`config.mk`:
```
export PLATFORM = sky130hd
export DESIGN_NAME = branch_resolve_ctrl
export DESIGN_NICKNAME = d
export VERILOG_FILES = /design/src/rtl/bp_pkg.sv /design/src/rtl/bp_inflight_fifo.sv /design/src/rtl/branch_resolve_ctrl.sv
export SDC_FILE = /design/constraint.sdc
export NUM_CORES = 1
export LEC_CHECK = 0
export ABC_CLOCK_PERIOD_IN_PS = 4600
export CAP_MARGIN = 20
export CORE_ASPECT_RATIO = 0.5
export CORE_MARGIN = 4
export CORE_UTILIZATION = 55
export CTS_CLUSTER_DIAMETER = 50
export CTS_CLUSTER_SIZE = 12
export DETAILED_ROUTE_END_ITERATION = 7
export PLACE_DENSITY = 0.8
export SLEW_MARGIN = 20
export SYNTH_ARGS = -nofsm -noshare
export SYNTH_HDL_FRONTEND = slang
export SYNTH_HIERARCHICAL = 1
export SYNTH_SLANG_ARGS = --single-unit
```
`constraint.sdc`:
```
create_clock -name clk -period 4.6 [get_ports clk]
set_input_delay 0.69 -clock clk [delete_from_list [all_inputs] [get_ports clk]]
set_output_delay 0.69 -clock clk [all_outputs]
set_load 0.01 [all_outputs]
```
`src/rtl/bp_pkg.sv`:
```
// -----------------------------------------------------------------------------
// bp_pkg
//   Shared types and constants for the branch-predictor sequencing logic.
//   - bp_entry_t       : one in-flight branch (fetch PC, PHT index, predicted dir)
//   - resolve_state_t  : resolve controller state (RUN / RECOVER)
//   - DELAY_SLOT_OFFSET: fall-through distance past a MIPS branch + delay slot
//   - redirect_target(): fetch restart address after a mispredict
// -----------------------------------------------------------------------------
package bp_pkg;

  // Storage width of the PHT index inside a queued entry. The controller's
  // PHT_INDEX_BITS parameter must be set to this same value.
  localparam int PHT_INDEX_BITS_DEFAULT = 10;

  // A not-taken branch resumes after the branch and its delay slot.
  localparam logic [31:0] DELAY_SLOT_OFFSET = 32'd8;

  typedef struct packed {
    logic [31:0]                       pc;
    logic [PHT_INDEX_BITS_DEFAULT-1:0] idx;
    logic                              pred;
  } bp_entry_t;

  typedef enum logic [0:0] {
    RUN     = 1'b0,
    RECOVER = 1'b1
  } resolve_state_t;

  // Where fetch must restart once the real direction is known.
  // The pc + 8 sum is 32 bits wide, so it wraps modulo 2^32.
  function automatic logic [31:0] redirect_target(
    input logic        taken,
    input logic [31:0] target,
    input logic [31:0] pc
  );
    return taken ? target : (pc + DELAY_SLOT_OFFSET);
  endfunction

endpackage

```
`src/rtl/bp_inflight_fifo.sv`:
```
// -----------------------------------------------------------------------------
// bp_inflight_fifo
//   In-order queue of branches that fetch has predicted and execute has not
//   yet resolved. Pointers carry one extra wrap bit so that full and empty can
//   be told apart without a separate counter.
//
// Ports
//   clk         in   clock
//   rst         in   synchronous reset, active-high (empties the queue)
//   push        in   write push_entry at the tail
//   push_entry  in   entry to write
//   pop         in   retire the head entry
//   clear       in   drop every entry; wins over push and pop
//   full        out  DEPTH entries held
//   empty       out  no entries held
//   head        out  oldest entry (only meaningful when !empty)
// -----------------------------------------------------------------------------
module bp_inflight_fifo
  import bp_pkg::*;
#(
  parameter int DEPTH = 4
) (
  input  logic      clk,
  input  logic      rst,
  input  logic      push,
  input  bp_entry_t push_entry,
  input  logic      pop,
  input  logic      clear,
  output logic      full,
  output logic      empty,
  output bp_entry_t head
);

  localparam int AW = $clog2(DEPTH);
  localparam logic [AW:0] PTR_ONE = {{AW{1'b0}}, 1'b1};

  logic [AW:0] wr_ptr;
  logic [AW:0] rd_ptr;
  bp_entry_t   mem [DEPTH];

  assign empty = (wr_ptr == rd_ptr);
  assign full  = (wr_ptr[AW] != rd_ptr[AW]) &&
                 (wr_ptr[AW-1:0] == rd_ptr[AW-1:0]);
  assign head  = mem[rd_ptr[AW-1:0]];

  // NOTE: the entry array has no reset; an entry is only ever read after it
  // has been written, and leaving it unreset lets it map onto plain storage.
  always_ff @(posedge clk) begin
    if (push && !clear) begin
      mem[wr_ptr[AW-1:0]] <= push_entry;
    end
  end

  // NOTE: state registers use non-blocking assignments so every flop samples
  // the pre-edge values, independent of statement order.
  always_ff @(posedge clk) begin
    if (rst || clear) begin
      wr_ptr <= '0;
      rd_ptr <= '0;
    end else begin
      if (push) wr_ptr <= wr_ptr + PTR_ONE;
      if (pop)  rd_ptr <= rd_ptr + PTR_ONE;
    end
  end

endmodule

```
`src/rtl/branch_resolve_ctrl.sv`:
```
// -----------------------------------------------------------------------------
// branch_resolve_ctrl
//   Sits between fetch, the global branch predictor and the hazard unit.
//   Every fetch-time prediction is queued; when execute resolves the oldest
//   branch, the controller trains the predictor and, on a mispredict, flushes
//   the younger work, redirects fetch and spends one RECOVER cycle ignoring
//   fetch/execute traffic while the queue restarts empty.
//
// Ports
//   clk              in   clock
//   rst              in   synchronous reset, active-high
//   push_validF      in   fetch issues a predicted branch
//   pcF              in   PC of that branch
//   PHT_indexF       in   PHT index from the predictor
//   predict_takeF    in   predicted direction
//   q_full           out  queue full or recovering; fetch must stall branches
//   resolve_validE   in   execute resolves the oldest in-flight branch
//   actual_takenE    in   resolved direction
//   branch_targetE   in   resolved taken target
//   branchE          out  one-cycle training pulse to the predictor
//   PHT_indexE       out  PHT index being trained
//   actually_takenE  out  resolved direction, aligned with branchE
//   predict_resultE  out  1 = prediction correct (idles high; low restores GHR)
//   flush_req        out  one-cycle flush of younger fetch/decode work
//   redirect_valid   out  one-cycle fetch redirect strobe
//   redirect_pc      out  fetch redirect address
//   err_underflow    out  sticky: a resolve arrived with an empty queue
// -----------------------------------------------------------------------------
module branch_resolve_ctrl
  import bp_pkg::*;
#(
  parameter int PHT_INDEX_BITS = PHT_INDEX_BITS_DEFAULT,
  parameter int DEPTH          = 4
) (
  input  logic                      clk,
  input  logic                      rst,
  input  logic                      push_validF,
  input  logic [31:0]               pcF,
  input  logic [PHT_INDEX_BITS-1:0] PHT_indexF,
  input  logic                      predict_takeF,
  output logic                      q_full,
  input  logic                      resolve_validE,
  input  logic                      actual_takenE,
  input  logic [31:0]               branch_targetE,
  output logic                      branchE,
  output logic [PHT_INDEX_BITS-1:0] PHT_indexE,
  output logic                      actually_takenE,
  output logic                      predict_resultE,
  output logic                      flush_req,
  output logic                      redirect_valid,
  output logic [31:0]               redirect_pc,
  output logic                      err_underflow
);

  resolve_state_t state;

  logic      fifo_full;
  logic      fifo_empty;
  bp_entry_t head;
  bp_entry_t new_entry;

  logic resolve_fire;
  logic mispredict;
  logic pop_fire;
  logic push_fire;
  logic underflow;

  assign new_entry = '{pc: pcF, idx: PHT_indexF, pred: predict_takeF};

  // NOTE: every signal assigned in this block gets a default first, so no
  // path leaves it unassigned and no latch is inferred.
  always_comb begin
    resolve_fire = 1'b0;
    mispredict   = 1'b0;
    pop_fire     = 1'b0;
    push_fire    = 1'b0;
    underflow    = 1'b0;
    if (state == RUN) begin
      resolve_fire = resolve_validE && !fifo_empty;
      underflow    = resolve_validE && fifo_empty;
      mispredict   = resolve_fire && (head.pred != actual_takenE);
      pop_fire     = resolve_fire && !mispredict;
      // A push alongside a mispredict is on the wrong path and is dropped.
      // A pop in the same cycle frees the slot, so push is legal at full.
      push_fire    = push_validF && (!fifo_full || pop_fire) && !mispredict;
    end
  end

  // Fetch is held off while recovering so it cannot queue into a queue that
  // is about to be (or has just been) emptied.
  assign q_full = fifo_full || (state == RECOVER);

  bp_inflight_fifo #(
    .DEPTH (DEPTH)
  ) u_fifo (
    .clk        (clk),
    .rst        (rst),
    .push       (push_fire),
    .push_entry (new_entry),
    .pop        (pop_fire),
    .clear      (mispredict),
    .full       (fifo_full),
    .empty      (fifo_empty),
    .head       (head)
  );

  always_ff @(posedge clk) begin
    if (rst) begin
      state           <= RUN;
      branchE         <= 1'b0;
      PHT_indexE      <= '0;
      actually_takenE <= 1'b0;
      predict_resultE <= 1'b1;
      flush_req       <= 1'b0;
      redirect_valid  <= 1'b0;
      redirect_pc     <= '0;
      err_underflow   <= 1'b0;
    end else begin
      branchE         <= resolve_fire;
      // Idles high: a low level tells the predictor to restore its GHR.
      predict_resultE <= resolve_fire ? !mispredict : 1'b1;
      flush_req       <= mispredict;
      redirect_valid  <= mispredict;

      if (resolve_fire) begin
        PHT_indexE      <= head.idx;
        actually_takenE <= actual_takenE;
      end

      if (mispredict) begin
        redirect_pc <= redirect_target(actual_takenE, branch_targetE, head.pc);
      end

      if (underflow) begin
        err_underflow <= 1'b1;
      end

      case (state)
        RUN:     state <= mispredict ? RECOVER : RUN;
        RECOVER: state <= RUN;
        default: state <= RUN;
      endcase
    end
  end

endmodule

```
After elaboration in Yosys (flattened, before gate mapping)
Memories as Yosys holds them, arrays and structs flattened. A register that Yosys moved wholly into a read port is not among the register bits.
Index checks and enable logic that the tools add are counted.
{ "totals": {"wordCells": 48, "mem_count": 1, "inputBits": 80, "output_inout_bits": 49, "mem_bits_rw": 172, "reg_bits": 54} }
{ "classes": {"muxes": 12, "bitwise_logic": 2, "reduce_logical": 16, "n_eq_ne": 4, "addsub": 3} }
{ "mem_list": {"columns": ["memory", "depth", "width", "rd", "rd_clocked_by_memory_dff", "wr", "line", "rtl"], "rows": [
  ["u_fifo.mem", 4, 43, 1, 1, 1, "bp_inflight_fifo.sv:39", "bp_entry_t mem [DEPTH];"]
]} }
{ "op_table": {"columns": ["op", "n"], "rows": [
  ["32-bit by 4-bit adder with 32-bit output, second input constant", 1],
  ["32-bit 2-to-1 mux", 1],
  ["1-bit logical AND", 8],
  ["1-bit 2-to-1 mux", 8],
  ["3-bit by 1-bit adder with 3-bit output, second input constant", 2],
  ["1-bit logical NOT", 4],
  ["2-bit 2-to-1 mux", 2],
  ["3-bit equality test", 1],
  ["1-bit logical OR", 3],
  ["2-bit equality test", 1],
  ["1-bit inequality test", 2],
  ["1-bit inverter", 2],
  ["1-bit case mux with 2 select lines", 1],
  ["2-bit OR reduction", 1]
]} }

Longest topological paths before layout
Gate-level depths: netlist (run 1).
{ "depth": {"depth_word": 13, "mapped_depth": 11, "depth_no_buf": 8} }

Hierarchy
Netlist (run 1), hierarchy kept.
{ "modules_own_cells": {"columns": ["module", "area_per_inst_um2", "seq_area_each_um2", "cells_each", "n_inst"], "rows": [
  ["bp_inflight_fifo", 6676.4, 5325.1, 269, 1],
  ["branch_resolve_ctrl", 2611.3, 960.9, 329, 1]
]} }

Worst setup path before layout (run 1)
Ideal clock, no wire load.
{ "synth_path": {"kind": "register -> register", "start": "reg with a tool-made name", "end": "mem u_fifo/mem[3][0] (netlist name), enable pin", "path_stages_with_launch": 10, "period_less_slack_ns": 4.154, "setup_slack_ns": 0.446, "required_time_ns": 4.157, "arrival_time_ns": 3.710, "setup_time_ns": 0.443, "n_path_buf": 4, "path_cell_list": "dfxtp_1 > buf_6 > buf_12 > mux4_2 > xor2_1 > nand2_1 > inv_2 > clkbuf_1 > buf_2 > nor2_1"} }
{ "synth_lines": {"columns": ["element", "line"], "rows": [
  ["end: declaration", "bp_inflight_fifo.sv:39"]
]} }

==> results of run 1 <==
==> cells in the mapped netlist (4+ instances only) <==
cell      count
a211oi_1      6
a21oi_1      37
and3_1       11
buf_12        4
buf_2         6
clkbuf_1     20
dfxtp_1      56
edfxtp_1    172
ha_1          6
inv_1        14
mux2i_1       7
mux4_2       40
nand2_1      46
nand3_1       8
nand3b_1      5
nor2_1       33
nor3_1       10
nor3_2        6
o21ai_0       8
o22ai_1      17
xnor2_1      26
xor2_1        7
==> worst register-to-register path, stage by stage, from the launching register on <==
cell,delay [ns]
dfxtp_4,0.45
mux4_2,0.59
xor2_1,0.22
mux2i_1,0.17
and3_1,0.33
nor2b_1,0.23
and2_2,0.59
buf_4,0.38
==> metal layers <==
| layer | up-vias | global-route usage [%] | wire, um |
|---|---|---|---|
| met5 | - | 0 | 0 |
| met4 | 0 | 4.69 | 365 |
| met3 | 31 | 4.03 | 1420 |
| met2 | 197 | 36.2 | 10000 |
| met1 | 2797 | 29.8 | 8620 |
| li1 | 2530 | - | - |
==> cell families (layout without fill, tap and decap cells) <==
family	after synthesis	in the layout	share of synthesized area [%]
DFF	228	228	67.7
and+or+nand+nor	145	145	8.24
AOI/OAI and AO/OA	86	86	5.85
muxes	50	50	11.3
buffers and inverters	50	189	3.00
xor gates and xnor gates	33	33	3.11
adders and majority gates	6	6	0.808
==> stage by stage <==
stage / hold slack (ns) / power (W) / instance area (um2) / cells / setup slack (ns)
floorplan: 0.476 / 0.00405 / 9290 / 598 / 0.446
global placement: 0.442 / 0.00463 / 10700 / 930 / 1.27
detailed placement: 0.447 / 0.00469 / 10700 / 930 / 1.17
CTS: 0.453 / 0.00629 / 11300 / 964 / 1.33
global route: 0.483 / 0.00657 / 11300 / 964 / 1.16
finish: 0.453 / 0.00625 / 11300 / 964 / 1.32
==> flip-flops by register name, summed over array words and instances, names as in the netlist, named ones only <==
register / cells
u_fifo/rd_ptr: 3
redirect_pc: 32
u_fifo/wr_ptr: 3
state: 1
u_fifo/mem: 172
PHT_indexE: 10
branchE: 1
redirect_valid: 1
actually_takenE: 1
err_underflow: 1
predict_resultE: 1
==> cell type report <==
class | instances | area, um2
Fill cell | 1045 | 5140
Timing Repair Buffer | 139 | 1350
Inverter | 16 | 60.1
Clock buffer | 33 | 592
Sequential cell | 228 | 6290
Clock inverter | 1 | 16.3
Tap cell | 227 | 284
Multi-Input combinational cell | 320 | 2740
==> worst max path at each step <==
stage	to	depth (start not counted)	startpoint
after floorplan	u_fifo/mem[3][0]	9	flop
after global placement	u_fifo/mem[1][23]	8	resolve_validE
after detailed placement	u_fifo/mem[1][26]	7	resolve_validE
after CTS	u_fifo/mem[1][3]	7	flop
after global routing	u_fifo/mem[1][3]	7	flop
final	u_fifo/mem[1][3]	7	flop
==> where the power goes <==
part           internal (W)  switching [W]
Clock              0.000883       0.000705
Sequential          0.00265       0.000167
Combinational      0.000821        0.00103
Total               0.00436        0.00190
==> impl_results.md, run 1 <==
* GP Congestion at 0.812
* Routed length per placed instance at 21.2 um
* RSZ-0062 raised after global routing: false
* DRC at 0
* 1st-pass router iterations at 5
* Worst Skew at 0.0132 ns
* Setup violators final at 0
* Clk pin slew, worst setup/hold paths at 0.06 ns
* Synthesis Warnings at 6
* Die width at 192 um
* Total wire length at 20400 um
* CP top delay family: simple AND/OR/NAND/NOR gates
* Total CTS buffers at 22
* Clock Path Buffers at 3
* Hold Path Depth at 2
* Post-CTS Hold Fix Bufs at 0
* I/O Buffers at 128
* Syn Inst Count at 598
* DR iter-0 viols at 432
* Leak Pwr at 3.71 nW
* First-pass GRT wire length at 32000 um
* Ant diodes at 0
* Most common cell after layout, fill and taps aside: edfxtp_1
* PD cells at 552 nW/um2
* Worst R2R Path Depth at 7
* Area of the die at 19200 um2
* Largest area contributor in the netlist: edfxtp_1
* Largest net degree at the start of global routing at 47
* Detail Route Antenna Nets at 0
* Share of cells above drive strength 1 at 14.5%
* GRT Total Usage at 21.5%
* Vias per inst at 5.76
* Critical Path Max Stage Delay at 0.59 ns
* Buffers and inverters on the worst path at 1
* Worst path arrival time at 3.47 ns
* Worst EP required at 4.79 ns
* Hpwl dp at 13200 um
* Cell variety after synth at 51
* CTS sink cnt at 228
* Post-layout min period at 3.28 ns
* Setup_tns at 0 ns
* CTS root buffer: clkbuf_16
* Seq/Total Area, Yosys at 67.7%
* Hold Path Class: flop to flop
* GRT overflow at 0
* Critical-path top delay cell: and2_2
* Min-Delay Endpoint: redirect_pc[7]
* Vias in the first global route at 5714
* Fmax at 0.305 GHz
* Max Cap Viol at 0
* Slew HR at 51.5%
* Hold path start: redirect_pc[7]
* H-tree depth at 1
* Final hold vios at 0
* Final worst-path cycle share at 71.3%
* Top_reg_cell synth: edfxtp_1
* Syn Std Cell Area at 9290 um2
* Initial antenna violation count at 1
* CTS tree: built
* Net Count, Synth at 684
* Status: complete, no violations
* Crit Path Class: flop to flop
* Die Ht at 99.9 um
* Max FO, Critical Path at 22
* Worst reg2reg path endpoint: u_fifo/mem[1][3]
* Post-synth EDFFs at 172
* Clk Latency, worst-skew pair at 0.51 ns
* Asr flop ratio synth at 0%
* Rows at 33
* Placeable Area at 16500 um2
* Final core occ at 68.8%
* Starting Density at 56.4%
* Cts repair resizes at 0
* R2R Setup Slk at 1.32 ns
* IO Count at 129
* Setup Fix Bufs, Post-CTS at 0
* Setup crit end kind: flop
* Critical path, cell by cell: mux4_2, xor2_1, mux2i_1, and3_1, nor2b_1, and2_2, buf_4
* Top post-synthesis cells by area: edfxtp_1, dfxtp_1, mux4_2
* Synth-to-layout area growth at 22.1%
* Most frequent cells in the layout: edfxtp_1, clkdlybuf4s50_1, dfxtp_1, nand2_1, mux4_2
* Synthesized flop and latch total at 228
* Mean area per synthesized cell at 15.5 um2
* Final Max Slew Viols at 0
* Startpoint types: flop
* Total Nets Final at 813
* Synth top area share at 55.6%
* Worst slew pin tran at 0.727 ns
* Worst VDD drop at 0.317 mV
* Via count at 5555
Power figures use the tool's default switching activity.
==> inputs of run 2 (changes only) <==
--- a/config.mk
+++ b/config.mk
@@ -5,15 +5,15 @@
 export SDC_FILE = /design/constraint.sdc
 export NUM_CORES = 1
 export LEC_CHECK = 0
-export ABC_CLOCK_PERIOD_IN_PS = 4600
+export ABC_CLOCK_PERIOD_IN_PS = 2750
 export CAP_MARGIN = 20
 export CORE_ASPECT_RATIO = 0.5
 export CORE_MARGIN = 4
-export CORE_UTILIZATION = 55
+export CORE_UTILIZATION = 49
 export CTS_CLUSTER_DIAMETER = 50
 export CTS_CLUSTER_SIZE = 12
 export DETAILED_ROUTE_END_ITERATION = 7
-export PLACE_DENSITY = 0.8
+export PLACE_DENSITY = 0.76
 export SLEW_MARGIN = 20
 export SYNTH_ARGS = -nofsm -noshare
 export SYNTH_HDL_FRONTEND = slang
==> constraint.sdc (replaced) <==
create_clock -name clk -period 2.75 [get_ports clk]
set_input_delay 0.4125 -clock clk [delete_from_list [all_inputs] [get_ports clk]]
set_output_delay 0.4125 -clock clk [all_outputs]
set_load 0.01 [all_outputs]
==> run 2 against run 1 <==
  * Worst hold slack worse by 0.00054 ns
  * Design area up 2.6%
  * Combinational power up 77%
  * Maximum frequency grew 31%
  * Via count is 1.1% lower
  * Clock skew down 0.0049 ns
  * Sequential share of layout area shrank 1.4 points
  * Core utilization shrank 5.9 points
  * Register-to-register slack lost 1.1 ns
  * Wire length shrank 2.2%
  * Global-route usage shrank 2.8 points
  * Critical path type unchanged
  * Largest cell class unchanged
  * Highest routed layer unchanged
==> impl_results.md, run 2 (synthesis gave the netlist of run 1 again) <==
* Share of cells above drive strength 1 at 16.5% (+1.9 points)
* Routed met3 length at 1200 um (-15%)
* Hold path start: PHT_indexE[6]
* Placeable Area at 18500 um2 (+12%)
* CP top delay family: simple AND/OR/NAND/NOR gates
* Total wire length at 20000 um (-2.2%)
* Max Cap Viol at 0 (unchanged)
* Starting Density at 50.3% (-6.1 points)
* CTS tree: built
* Fmax at 0.399 GHz (+31%)
* Worst Skew at 0.00834 ns (-0.00488 ns)
* Clock Path Buffers at 3 (unchanged)
* Largest net degree at the start of global routing at 47 (unchanged)
* PD cells at 916 nW/um2 (+66%)
* IO Count at 129 (unchanged)
* Leak Pwr at 3.82 nW (+3.0%)
* Critical-path top delay cell: or4_4
* GRT overflow at 0 (unchanged)
* Final hold vios at 0 (unchanged)
* CTS sink cnt at 228 (unchanged)
* Routed length per placed instance at 19.8 um (-6.8%)
* Hpwl dp at 13600 um (+2.7%)
* Max layer used: met4
* Final worst-path cycle share at 91.1% (+20 points)
* Most common cell after layout, fill and taps aside: edfxtp_1
* Wl on met1 at 8810 um (+2.2%)
* H-tree depth at 1 (unchanged)
* DR iter-0 viols at 431 (-0.23%)
* Worst VDD drop at 0.423 mV (+33%)
* Slew HR at 52.4% (+0.91 points)
* First-pass GRT wire length at 31600 um (-1.5%)
* Vias per inst at 5.43 (-5.8%)
* Final Max Slew Viols at 0 (unchanged)
* Synth-to-layout area growth at 25.2%
* Total CTS buffers at 22 (unchanged)
* Status: complete, no violations
* I/O Buffers at 128 (unchanged)
* Clk Latency, worst-skew pair at 0.49 ns (-0.02 ns)
* Vias in the first global route at 5665 (-0.86%)
* Buffers and inverters on the worst path at 1 (unchanged)
* GP Congestion at 0.818 (+0.68%)
* Clk pin slew, worst setup/hold paths at 0.06 ns (about the same)
* Die width at 203 um (+5.7%)
* Crit Path Class: flop to flop
* Startpoint types: flop
* Post-Layout Cell Count at 1012 (+5.0%)
* Detail Route Antenna Nets at 0 (unchanged)
* Worst EP required at 3.09 ns (-1.70 ns)
* GRT Total Usage at 18.7% (-2.8 points)
* Most frequent cells in the layout: edfxtp_1, clkdlybuf4s50_1, dfxtp_1, nand2_1, mux4_2
* Die Ht at 105 um (+5.5%)
* Critical Path Max Stage Delay at 0.67 ns (+0.08 ns)
* 1st-pass router iterations at 5 (unchanged)
* Hold Path Class: flop to flop
* Total Nets Final at 824 (+1.4%)
* Tot Pwr at 0.0107 W (+70%)
* DRC at 0 (unchanged)
* CTS root buffer: clkbuf_16
* Placed insts at 973 (+4.6%)
* Setup violators final at 0 (unchanged)
* Worst slew pin tran at 0.714 ns (-0.0136 ns)
* Rows at 35 (+6.1%)
* Post-layout min period at 2.50 ns (-0.773 ns)
* Met2 routed WL at 9660 um (-3.8%)
* Setup crit end kind: flop
* Critical path, cell by cell: buf_12, mux4_2, nand4_2, or4_4, nor3_4, xnor2_1, a211oi_2
* Initial antenna violation count at 0 (-1)
* Worst path arrival time at 2.84 ns (-0.63 ns)
* Ant diodes at 0 (unchanged)
* Max FFs per register at 172 (unchanged)
* Via count at 5492 (-1.1%)
* RSZ-0062 raised after global routing: false
* Max FO, Critical Path at 25 (+14%)
* Area of the die at 21400 um2 (+11%)
==> run 2: cell count changes in the layout (fill, tap and decap cells not counted), moves of 2 or more <==
cell	previous run	this run
and2_2	3	0
and2_4	0	3
buf_12	0	9
buf_4	11	13
clkbuf_1	11	16
nand2_1	46	44
==> run 2: where the power goes <==
part	switching, W	internal (W)
logic	0.00174	0.00154
clock network	0.00115	0.00155
registers	0.000246	0.00443
==> run 2: metal layers <==
metal  up-vias  GRT usage, %
li1       2566             -
met1      2736          26.3
met2       164          30.6
met3        26          3.57
met4         0          4.50
met5         -             0
==> run 2: path summary, 6_finish.rpt <==
path                     end  slack (ns)  cells past startpoint
max          redirect_pc[28]        0.25                      7
min            PHT_indexE[6]        0.45                      2
max reg2reg  redirect_pc[28]        0.25                      7
min reg2reg    PHT_indexE[6]        0.45                      2
==> run 2: through the flow <==
step / setup WS [ns] / hold WS (ns) / cell area, um2 / utilization (%) / setup TNS [ns]
global route: 0.0779 / 0.478 / 11600 / 62.9 / 0
floorplan: -0.142 / 0.476 / 9340 / - / -6.11
CTS: 0.117 / 0.450 / 11600 / 62.9 / 0
global placement: 0.200 / 0.442 / 11000 / 59.5 / 0
finish: 0.246 / 0.453 / 11600 / 62.9 / 0
detailed placement: 0.139 / 0.447 / 11000 / 59.5 / 0
==> run 2: worst min-delay path, cell delays in order, from the launching register on <==
cell,delay [ns]
dfxtp_1,0.30
nand2_1,0.05
a21oi_1,0.05
==> run 2: cell type report <==
cell class                      instances  area (um2)
Multi-Input combinational cell        320        2770
Inverter                               16        60.1
Sequential cell                       228        6290
Clock buffer                           39         636
Tap cell                              259         324
Fill cell                            1335        6850
Timing Repair Buffer                  150        1550
==> run 2: what timing repair did <==
action	in CTS	in global routing
buffers inserted	0	0
hold buffers	0	0
resized for setup	0	2
setup endpoints to repair	0	3
==> inputs of run 3 (changes only) <==
--- a/config.mk
+++ b/config.mk
@@ -5,11 +5,12 @@
 export SDC_FILE = /design/constraint.sdc
 export NUM_CORES = 1
 export LEC_CHECK = 0
+export ABC_AREA = 1
 export ABC_CLOCK_PERIOD_IN_PS = 2750
 export CAP_MARGIN = 20
 export CORE_ASPECT_RATIO = 0.5
 export CORE_MARGIN = 4
-export CORE_UTILIZATION = 49
+export CORE_UTILIZATION = 50
 export CTS_CLUSTER_DIAMETER = 50
 export CTS_CLUSTER_SIZE = 12
 export DETAILED_ROUTE_END_ITERATION = 7
==> run 3 against run 2 <==
  * Core utilization up 0.46 points
  * Critical path type unchanged
  * Critical endpoint is now u_fifo/mem[0][31]
  * Total power up 24%
  * Largest cell class unchanged
  * Worst setup slack worse by 0.052 ns
  * Clock-buffer cell count down 1
==> impl_results.md, run 3 <==
* Status: complete, no violations
* Seq/Total Area, Yosys at 61.0% (-6.7 points)
* Net Count, Synth at 1079 (+58%)
* # fillers at 1563 (+17%)
* Met2 Use GR at 33.1% (+2.4 points)
* Final hold vios at 0 (unchanged)
* DP Area at 11900 um2 (+8.0%)
* Cell area after layout at 12600 um2 (+8.0%)
* Worst slew pin tran at 0.610 ns (-0.104 ns)
* Min-Delay Endpoint: actually_takenE
* Met3 Resource Use GR at 4.10% (+0.54 points)
* Total wire length at 24600 um (+23%)
* I/O Buffers at 128 (unchanged)
* 1st-pass router iterations at 7 (+2)
* Routed length per placed instance at 17.5 um (-11%)
* Worst path arrival time at 2.77 ns (-0.07 ns)
* Final worst-path cycle share at 93.0% (+1.9 points)
* Worst reg2reg path endpoint: u_fifo/mem[0][31]
* IO Count at 129 (unchanged)
* Top_reg_cell synth: edfxtp_1
* GP Congestion at 0.881 (+7.7%)
* GRT Total Usage at 21.2% (+2.4 points)
* Max FFs per register at 172 (unchanged)
* Post-CTS Hold Fix Bufs at 0 (unchanged)
* Post-synth EDFFs at 172 (unchanged)
* Area of the die at 23100 um2 (+8.2%)
* Post-synth top cells: nand2_1, edfxtp_1, inv_1
* H-tree depth at 1 (unchanged)
* CTS sink cnt at 228 (unchanged)
* Synthesized flop and latch total at 228 (unchanged)
* Clk Latency, worst-skew pair at 0.53 ns (+0.04 ns)
* Top-count cell post-synth: nand2_1
* Synthesis Warnings at 6 (unchanged)
* Final Max Slew Viols at 0 (unchanged)
* Asr flop ratio synth at 0% (unchanged)
* Total Nets Final at 1205 (+46%)
* Initial antenna violation count at 0 (unchanged)
* Largest area contributor in the netlist: edfxtp_1
* Largest net degree at the start of global routing at 145 (+210%)
* Die Ht at 109 um (+3.9%)
* Worst EP required at 2.96 ns (-0.13 ns)
* Clk pin slew, worst setup/hold paths at 0.06 ns (about the same)
* Mean area per synthesized cell at 10.4 um2 (-33%)
* Critical-path top delay cell: dfxtp_4
* Syn Std Cell Area at 10300 um2 (+11%)
* Cell variety after synth at 37 (-27%)
* Critical Path Max Stage Delay at 0.37 ns (-0.30 ns)
* Vias per inst at 5.24 (-3.4%)
* Critical path, cell by cell: o211ai_1, nand2_2, xnor2_4, nor2_1, a211oi_2, inv_2, or2_4, nor2_4, buf_12
* Most common cell after layout, fill and taps aside: nand2_1
* Hpwl dp at 17000 um (+25%)
* Max FO, Critical Path at 22 (-12%)
* Rows at 36 (+2.9%)
* Setup violators final at 0 (unchanged)
* Worst R2R Path Depth at 9 (+2)
* First-pass GRT wire length at 38600 um (+22%)
* Share of cells above drive strength 1 at 10.7% (-5.7 points)
* Placeable Area at 19800 um2 (+7.2%)
* Final WS setup at 0.194 ns (-0.0520 ns)
* R2R Setup Slk at 0.19 ns (-0.05 ns)
* Hold path start: actually_takenE
* Clock Path Buffers at 3 (unchanged)
* Via count at 7341 (+34%)
* Synth-to-layout area growth at 22.0%
* CTS root buffer: clkbuf_16
* Global route hottest layer: met2
* CTS tree: built
* Starting Density at 52.0% (+1.7 points)
* Hold Path Class: flop to flop
* Detail Route Antenna Nets at 0 (unchanged)
* Met1 Resource Use GR at 31.6% (+5.2 points)
* Slew HR at 59.3% (+6.9 points)
* Vias in the first global route at 7122 (+26%)
* Post-layout min period at 2.56 ns (+0.0520 ns)
* Worst Skew at 0.0209 ns (+0.0126 ns)
* Setup crit end kind: flop
* Leak Pwr at 4.75 nW (+24%)
* Cts repair resizes at 0 (unchanged)
* Die width at 211 um (+4.1%)
* Top post-synthesis cells by area: edfxtp_1, dfxtp_1, nand2_1
* Setup Fix Bufs, Post-CTS at 0 (unchanged)
* Most frequent cells in the layout: nand2_1, edfxtp_1, inv_1, clkdlybuf4s50_1, nor2_1
* Max Cap Viol at 0 (unchanged)
* DR iter-0 viols at 577 (+34%)
* Hold Path Depth at 2 (unchanged)
* RSZ-0062 raised after global routing: false
* Synth top area share at 50.1% (-5.5 points)
* Place WS at 0.0426 ns (-0.0966 ns)
* Worst VDD drop at 0.516 mV (+22%)
* Syn Inst Count at 993 (+66%)
* PD cells at 1050 nW/um2 (+14%)
* Startpoint types: flop
* Total CTS buffers at 23 (+4.5%)
* GRT overflow at 0 (unchanged)
* Fmax at 0.391 GHz (-2.0%)
* DRC at 0 (unchanged)
* Crit Path Class: flop to flop
* Ant diodes at 0 (unchanged)
[run 3: cell types whose count changed after synthesis, sizes merged, moves of 24 or more]
| cell | before | now |
|---|---|---|
| o211ai | 0 | 88 |
| nor2 | 35 | 80 |
| mux4 | 43 | 0 |
| buf | 14 | 38 |
| inv | 16 | 134 |
| o21ai | 10 | 36 |
| nand2 | 46 | 256 |
[run 3: cell families after synthesis]
logic type	count (synthesis)	share of synthesized area, %
AND/OR/NAND/NOR	372	14.9
XOR/XNOR	16	1.54
flip-flops	228	61.0
AO/OA/AOI/OAI	187	13.5
buffers and inverters	184	8.26
adder cells (fa/ha/maj)	6	0.729
[run 3: power by group]
group / leakage (nW) / internal [W] / switching, W
combinational: 2.39 / 0.00190 / 0.00334
clock: 0.330 / 0.00167 / 0.00126
sequential: 2.03 / 0.00466 / 0.000343
[run 3: worst max path at each step]
stage,endpoint,start,slack (ns),depth (start not counted)
final,u_fifo/mem[0][31],flop,0.19,9
after detailed placement,u_fifo/mem[2][5],actual_takenE,0.04,8
after global placement,u_fifo/mem[0][41],actual_takenE,0.14,8
after floorplan,u_fifo/mem[0][0],flop,-0.15,11
after global routing,redirect_pc[17],flop,0.02,10
after CTS,u_fifo/mem[0][36],flop,0.21,9
[run 3: layout make-up]
class                           instances  area, um2  area share (%)
Clock buffer                           38        632            5.03
Clock inverter                          3       58.8           0.468
Inverter                              135        507            4.03
Multi-Input combinational cell        581       3200            25.5
Sequential cell                       228       6290            50.1
Tap cell                              266        333            2.65
Timing Repair Buffer                  150       1540            12.3
[run 3: worst max-delay path, delay by kind of cell (launching register included)]
kind / cells / cell delay, ns
buffers and inverters: 2 / 0.30
AOI/OAI and AO/OA: 2 / 0.53
xor gates and xnor gates: 1 / 0.29
and+or+nand+nor: 4 / 0.75
DFF: 1 / 0.37
[run 3: per-stage QoR]
stage | std cells | setup TNS (ns) | total power [W] | utilization (%) | hold slack, ns
floorplan | 993 | -17.55 | 0.00838 | - | 0.451
global placement | 1360 | 0 | 0.0101 | 59.9 | 0.434
detailed placement | 1360 | 0 | 0.0103 | 59.9 | 0.442
CTS | 1401 | 0 | 0.0132 | 63.4 | 0.450
global route | 1401 | 0 | 0.0140 | 63.4 | 0.478
finish | 1401 | 0 | 0.0132 | 63.4 | 0.447
[run 3: per-layer routing]
| layer | share of wire (%) | wire [um] | vias to the layer above |
|---|---|---|---|
| met5 | 0 | 0 | - |
| li1 | - | - | 3589 |
| met4 | 1.4 | 336 | 0 |
| met2 | 44 | 10900 | 223 |
| met3 | 7.1 | 1730 | 33 |
| met1 | 47 | 11600 | 3496 |
